`config.mk`:
```
export PLATFORM = sky130hd
export DESIGN_NAME = deriv_flex
export DESIGN_NICKNAME = d
export VERILOG_FILES = /design/src/rtl/deriv_flex_pkg.sv /design/src/rtl/deriv_hist.sv /design/src/rtl/deriv_flex.sv
export SDC_FILE = /design/constraint.sdc
export NUM_CORES = 1
export LEC_CHECK = 0
export CAP_MARGIN = 25
export CELL_PAD_IN_SITES_DETAIL_PLACEMENT = 0
export CELL_PAD_IN_SITES_GLOBAL_PLACEMENT = 2
export CORE_MARGIN = 1
export CORE_UTILIZATION = 34
export DETAILED_ROUTE_END_ITERATION = 10
export GPL_TIMING_DRIVEN = 0
export PLACE_DENSITY_LB_ADDON = 0.15
export SYNTH_ARGS = -nofsm -noshare
export SYNTH_HDL_FRONTEND = slang
export SYNTH_SLANG_ARGS = --single-unit
```
`constraint.sdc`:
```
create_clock -name clk -period 2 [get_ports clk]
set_input_delay 0.4 -clock clk [delete_from_list [all_inputs] [get_ports clk]]
set_output_delay 0.4 -clock clk [all_outputs]
set_load 0.05 [all_outputs]
```
`src/rtl/deriv_flex_pkg.sv`:
```
// Shared constants for the derivative stage: default sample width, mode encodings, LAG limit.
// Optional 5-point derivative is compiled in with DERIV_5PT_EN.
package deriv_flex_pkg;

  localparam int unsigned DATA_INPUT = 8;
  localparam int unsigned MAX_LAG    = 16;

  typedef enum logic {
    DERIV_MODE_LAG = 1'b0,
    DERIV_MODE_5PT = 1'b1
  } deriv_mode_e;

  // The 5-point kernel needs x[n-4], so the history is at least 4 deep when it is built in.
  function automatic int unsigned hist_depth(input int unsigned lag, input bit five_pt);
    return (five_pt && lag < 4) ? 4 : lag;
  endfunction

endpackage

```
`src/rtl/deriv_hist.sv`:
```
// Sample history: DEPTH-deep shift register with enable; taps[i] holds x[n-1-i].
module deriv_hist #(
  parameter int unsigned DATA_W = 8,
  parameter int unsigned DEPTH  = 4
) (
  input  logic                          clk,
  input  logic                          rst,
  input  logic                          en,
  input  logic [DATA_W-1:0]             d,
  output logic [DEPTH-1:0][DATA_W-1:0]  taps
);

  always_ff @(posedge clk or posedge rst) begin
    if (rst) begin
      taps <= '0;
    end else if (en) begin
      taps[0] <= d;
      for (int unsigned i = 1; i < DEPTH; i++) begin
        taps[i] <= taps[i-1];
      end
    end
  end

endmodule

```
`src/rtl/deriv_flex.sv`:
```
// Derivative stage: lag-K difference or (with DERIV_5PT_EN) 5-point derivative,
// offset-binary output, two-cycle fixed latency, warm-up tracking via primed.
module deriv_flex
  import deriv_flex_pkg::*;
#(
  parameter int unsigned DATA_W = DATA_INPUT,
  parameter int unsigned LAG    = 1
) (
  input  logic              clk,
  input  logic              rst,
  input  logic              in_valid,
  input  logic [DATA_W-1:0] d_in,
  input  logic              mode,
  output logic              out_valid,
  output logic [DATA_W:0]   d_out,
  output logic              primed
);

`ifdef DERIV_5PT_EN
  localparam bit FIVE_PT = 1'b1;
`else
  localparam bit FIVE_PT = 1'b0;
`endif
  localparam int unsigned HIST_D = hist_depth(LAG, FIVE_PT);
  localparam int unsigned CNT_W  = $clog2(HIST_D + 1);
  localparam int unsigned SUM_W  = DATA_W + 3;
  localparam logic [DATA_W:0] OFFSET = {1'b1, {DATA_W{1'b0}}};

  if (LAG < 1 || LAG > MAX_LAG) begin : g_bad_lag
    $error("deriv_flex: LAG out of range 1..16");
  end

  logic [HIST_D-1:0][DATA_W-1:0] taps;
  logic signed [SUM_W-1:0]       lag_diff;
  logic signed [SUM_W-1:0]       diff_next;
`ifdef DERIV_5PT_EN
  logic signed [SUM_W-1:0]       sum5;
`endif

  logic                 s1_valid;
  logic                 s1_full;
  logic [DATA_W:0]      s1_diff;
  logic [CNT_W-1:0]     cnt;
  logic                 unused_bits;

  deriv_hist #(
    .DATA_W (DATA_W),
    .DEPTH  (HIST_D)
  ) u_hist (
    .clk  (clk),
    .rst  (rst),
    .en   (in_valid),
    .d    (d_in),
    .taps (taps)
  );

  always_comb begin
    lag_diff = $signed({3'b000, d_in}) - $signed({3'b000, taps[LAG-1]});
`ifdef DERIV_5PT_EN
    sum5 = $signed({2'b00, d_in, 1'b0}) + $signed({3'b000, taps[0]})
         - $signed({3'b000, taps[2]})   - $signed({2'b00, taps[3], 1'b0});
    diff_next = (deriv_mode_e'(mode) == DERIV_MODE_5PT) ? (sum5 >>> 3) : lag_diff;
`else
    diff_next = lag_diff;
`endif
  end

  // Both results fit in DATA_W+1 bits, so the upper sum bits are sign copies.
  assign unused_bits = ^{taps, mode, diff_next[SUM_W-1:DATA_W+1]};

  always_ff @(posedge clk or posedge rst) begin
    if (rst) begin
      s1_valid  <= 1'b0;
      s1_full   <= 1'b0;
      s1_diff   <= '0;
      cnt       <= '0;
      out_valid <= 1'b0;
      d_out     <= OFFSET;
      primed    <= 1'b0;
    end else begin
      s1_valid  <= in_valid;
      out_valid <= s1_valid;
      if (in_valid) begin
        s1_diff <= diff_next[DATA_W:0];
        s1_full <= (cnt >= CNT_W'(HIST_D - 1));
        if (cnt != CNT_W'(HIST_D)) begin
          cnt <= cnt + 1'b1;
        end
      end
      if (s1_valid) begin
        d_out  <= s1_diff + OFFSET;
        primed <= primed | s1_full;
      end
    end
  end

endmodule

```
==> impl_results.md <==
* WHS at approximately 0.37 ns
* MaxCap Viol Count at 0
* Crit path largest cell delay at ~0.50 ns
* Final clock skew at a little under 0.007 ns
* Port bufs at 21
* Leakage Power at a little over 0.8 nW
* ANT nets after route at 0
* Max-slew violation count at 0
* Nets at 189
* Final Hold Fails at 0
* Share of layout cells above drive strength 1 at ~18%
* Synth Area in Simple Gates at around a tenth
* Clock sinks at 30
* Mux cell area share after synthesis at about 9.0%
* IO Count at 23
* Mapped Area at around 1500 um2
* Mapped Cells at around 140
* Post-synth cell types at 30
* Synth Area in XOR/XNOR at 1.18%
* FILL cells at roughly 380
* CTS Root Cell: clkbuf_8
* GPL Wtd Cong at around 0.74
* Die Y at approximately 68 um
* Largest net degree at the start of global routing at 19
* Met2 WL at 1.37 mm
* Global-route wire length before repair at 4.96 mm
* Largest family of logic cells by synthesized area: compound AO/OA/AOI/OAI gates
* Remaining DRCs at 0
* Via/cell ratio at 4.95
* Synth Warn # at 0
* Max Fclk at about 0.53 GHz
* Initial DRC Count at 33
* Hold Path Class: flop to flop
* Cell Chain, Critical Path: clkdlybuf4s50_1, inv_1, fa_2, nor2b_4, o31ai_4, or4b_4, o311ai_2
* CTS Hold Buffers Added at 0
* WL/cell at around 13 um
* Syn_area_per_cell at 10.8 um2
* Clock transition at the registers of the reported paths at 0.07 ns
* Gr usage total at ~15%
* Total wire length at between 2 and 3 mm
* Layout area overhead at 29.9%
* Chip Width at slightly below 70 um
* Final setup violation count at 0
* Post-Synth Adder-Cell Area at under 10%
* Cell Rows at 23
* Max transition margin at about three fifths
* Total CTS buffers at 5
* TritonRoute pass-1 iters at 4
* Status: finished, final reports clean
* Ant. Diodes at 0
* Total design power at between 1.5 and 2 mW
* CP max FO at 4
* Commonest non-fill, non-tap cell in the layout: dfrtp_1
* CORE AREA at about 4100 um2
* Setup crit end kind: flop
* DP HPWL at 2.16 mm
* Vias in the first global route at ~1100
* Pwr/cell area at 971 nW/um2
* Die area at 4630 um2
* Syn nets at about 160
* CTS tree: yes
* Yosys reg bits at 30
* Crit path time final at around 1.9 ns
* CTS max path bufs at 2
* WP data required at 2.18 ns
* Crit path max-delay family: simple AND/OR/NAND/NOR gates
* Met3 WL at 126 um
* Initial Util at 36.3%
* Slew of the pin with the lowest slew margin at 0.592 ns
* Worst-Skew Late Latency at around 0.28 ns
* Most frequent cells in the layout: dfrtp_1 (29), o21ai_0 (19), clkdlybuf4s50_1 (18)
* Fin crit share at between 90 and 100%
* Sequential fraction of the synthesis area at about 51%
* Wl on met1 at ~1.4 mm
* Worst Path Buf+Inv at 2
* H-tree levels at 2
* VDD IR-drop max at between 0.4 and 0.5 mV
* RSZ-0062 raised after global routing: no
* Grt ovf at 0
* Critical Path AT at ~2.1 ns
* Detailed-route via count at roughly 1100
* Post-synthesis compound-gate area fraction at 16.6%
* Slowest cell on crit path: or4b_4
* CP startpoint kind: input pin
* DR top layer: met4
* Initial antenna violation count at 0
* WS Path Type: input pin to flop
## state kept, by name, summed over array words and instances (netlist names)
| signal | cells |
|---|---|
| d_out | 9 |
| out_valid | 1 |
| primed | 1 |
| s1_diff | 9 |
| s1_full | 1 |
| s1_valid | 1 |
| u_hist.taps | 8 |
## logic make-up (layout without fill, tap and decap cells)
group | after synthesis | after routing
DFF | 30 | 30
buffers and inverters | 17 | 49
xor gates and xnor gates | 2 | 2
AOI/OAI and AO/OA | 38 | 38
muxes | 12 | 12
adders and majority gates | 9 | 9
and+or+nand+nor | 29 | 29
## synth_stat cells
master | number | area share, %
dfrtp_1 | 29 | 49
o21ai_0 | 19 | 6.4
nand2_1 | 13 | 3.3
inv_1 | 12 | 3.0
mux2_2 | 10 | 7.6
ha_1 | 8 | 6.8
a21oi_1 | 6 | 2.0
nand2b_1 | 5 | 2.1
clkbuf_1 | 4 | 1.0
nor2_1 | 4 | 1.0
a21o_1 | 2 | 1.0
mux2i_1 | 2 | 1.4
nor2b_1 | 2 | 0.84
o21a_1 | 2 | 1.0
o2bb2ai_1 | 2 | 1.2
o311ai_1 | 2 | 1.2
xnor2_1 | 2 | 1.2
a211oi_1 | 1 | 0.51
buf_2 | 1 | 0.34
dfstp_2 | 1 | 1.8
fa_1 | 1 | 1.4
nand3_1 | 1 | 0.34
nor2b_4 | 1 | 0.93
nor3_1 | 1 | 0.34
o2111a_1 | 1 | 0.76
o211ai_1 | 1 | 0.51
o22a_1 | 1 | 0.59
o31ai_4 | 1 | 1.4
or2_2 | 1 | 0.42
or4b_1 | 1 | 0.68
## worst paths after layout
check	start	end	slack, ns	depth (start not counted)
max	d_in[1]	s1_diff[6]	0.10	7
min	s1_valid	out_valid	0.37	0
max reg2reg	u_hist.taps[0]	s1_diff[6]	0.22	6
min reg2reg	s1_valid	out_valid	0.37	0
max in group asynchronous	rst	s1_diff[1]	1.01	3
min in group asynchronous	rst	s1_full	0.49	2
## routing by layer
metal  GRT usage, %  vias up
li1               -      540
met1           18.9      524
met2           23.9       18
met3           5.00        2
met4           5.47        0
met5              0        -
## through the flow
stage | worst slack [ns] | TNS (ns) | util (%) | instance area (um2) | cells
final | 0.102 | 0 | 47.1 | 1920 | 219
after global routing | 0.0517 | 0 | 47.1 | 1920 | 219
after CTS | 0.0190 | 0 | 46.0 | 1880 | 217
after detailed placement | -0.340 | -0.891 | 43.6 | 1780 | 209
after global placement | -0.304 | -0.779 | 42.9 | 1750 | 208
after floorplan | 0.258 | 0 | - | 1480 | 137
## timing repair
| item | in CTS | in global routing |
|---|---|---|
| resized for setup | 2 | 6 |
| endpoints found under the setup margin | 2 | 1 |
| pin swaps | 0 | 3 |
| buffers inserted | 0 | 2 |
## power breakdown
group          switching, mW  internal (mW)
Clock                  0.233          0.276
Sequential            0.0465          0.711
Combinational          0.354          0.249
Total                  0.633           1.24
## layout make-up
| class | instances | area, um2 | area share, % |
|---|---|---|---|
| Sequential cell | 30 | 752 | 39.1 |
| Clock inverter | 2 | 12.5 | 0.650 |
| Clock buffer | 6 | 82.6 | 4.29 |
| Multi-Input combinational cell | 90 | 693 | 36.0 |
| Timing Repair Buffer | 24 | 256 | 13.3 |
| Inverter | 12 | 45.0 | 2.34 |
| Tap cell | 50 | 62.6 | 3.25 |
| Buffer | 5 | 20.0 | 1.04 |
Power figures use the tool's default switching activity.
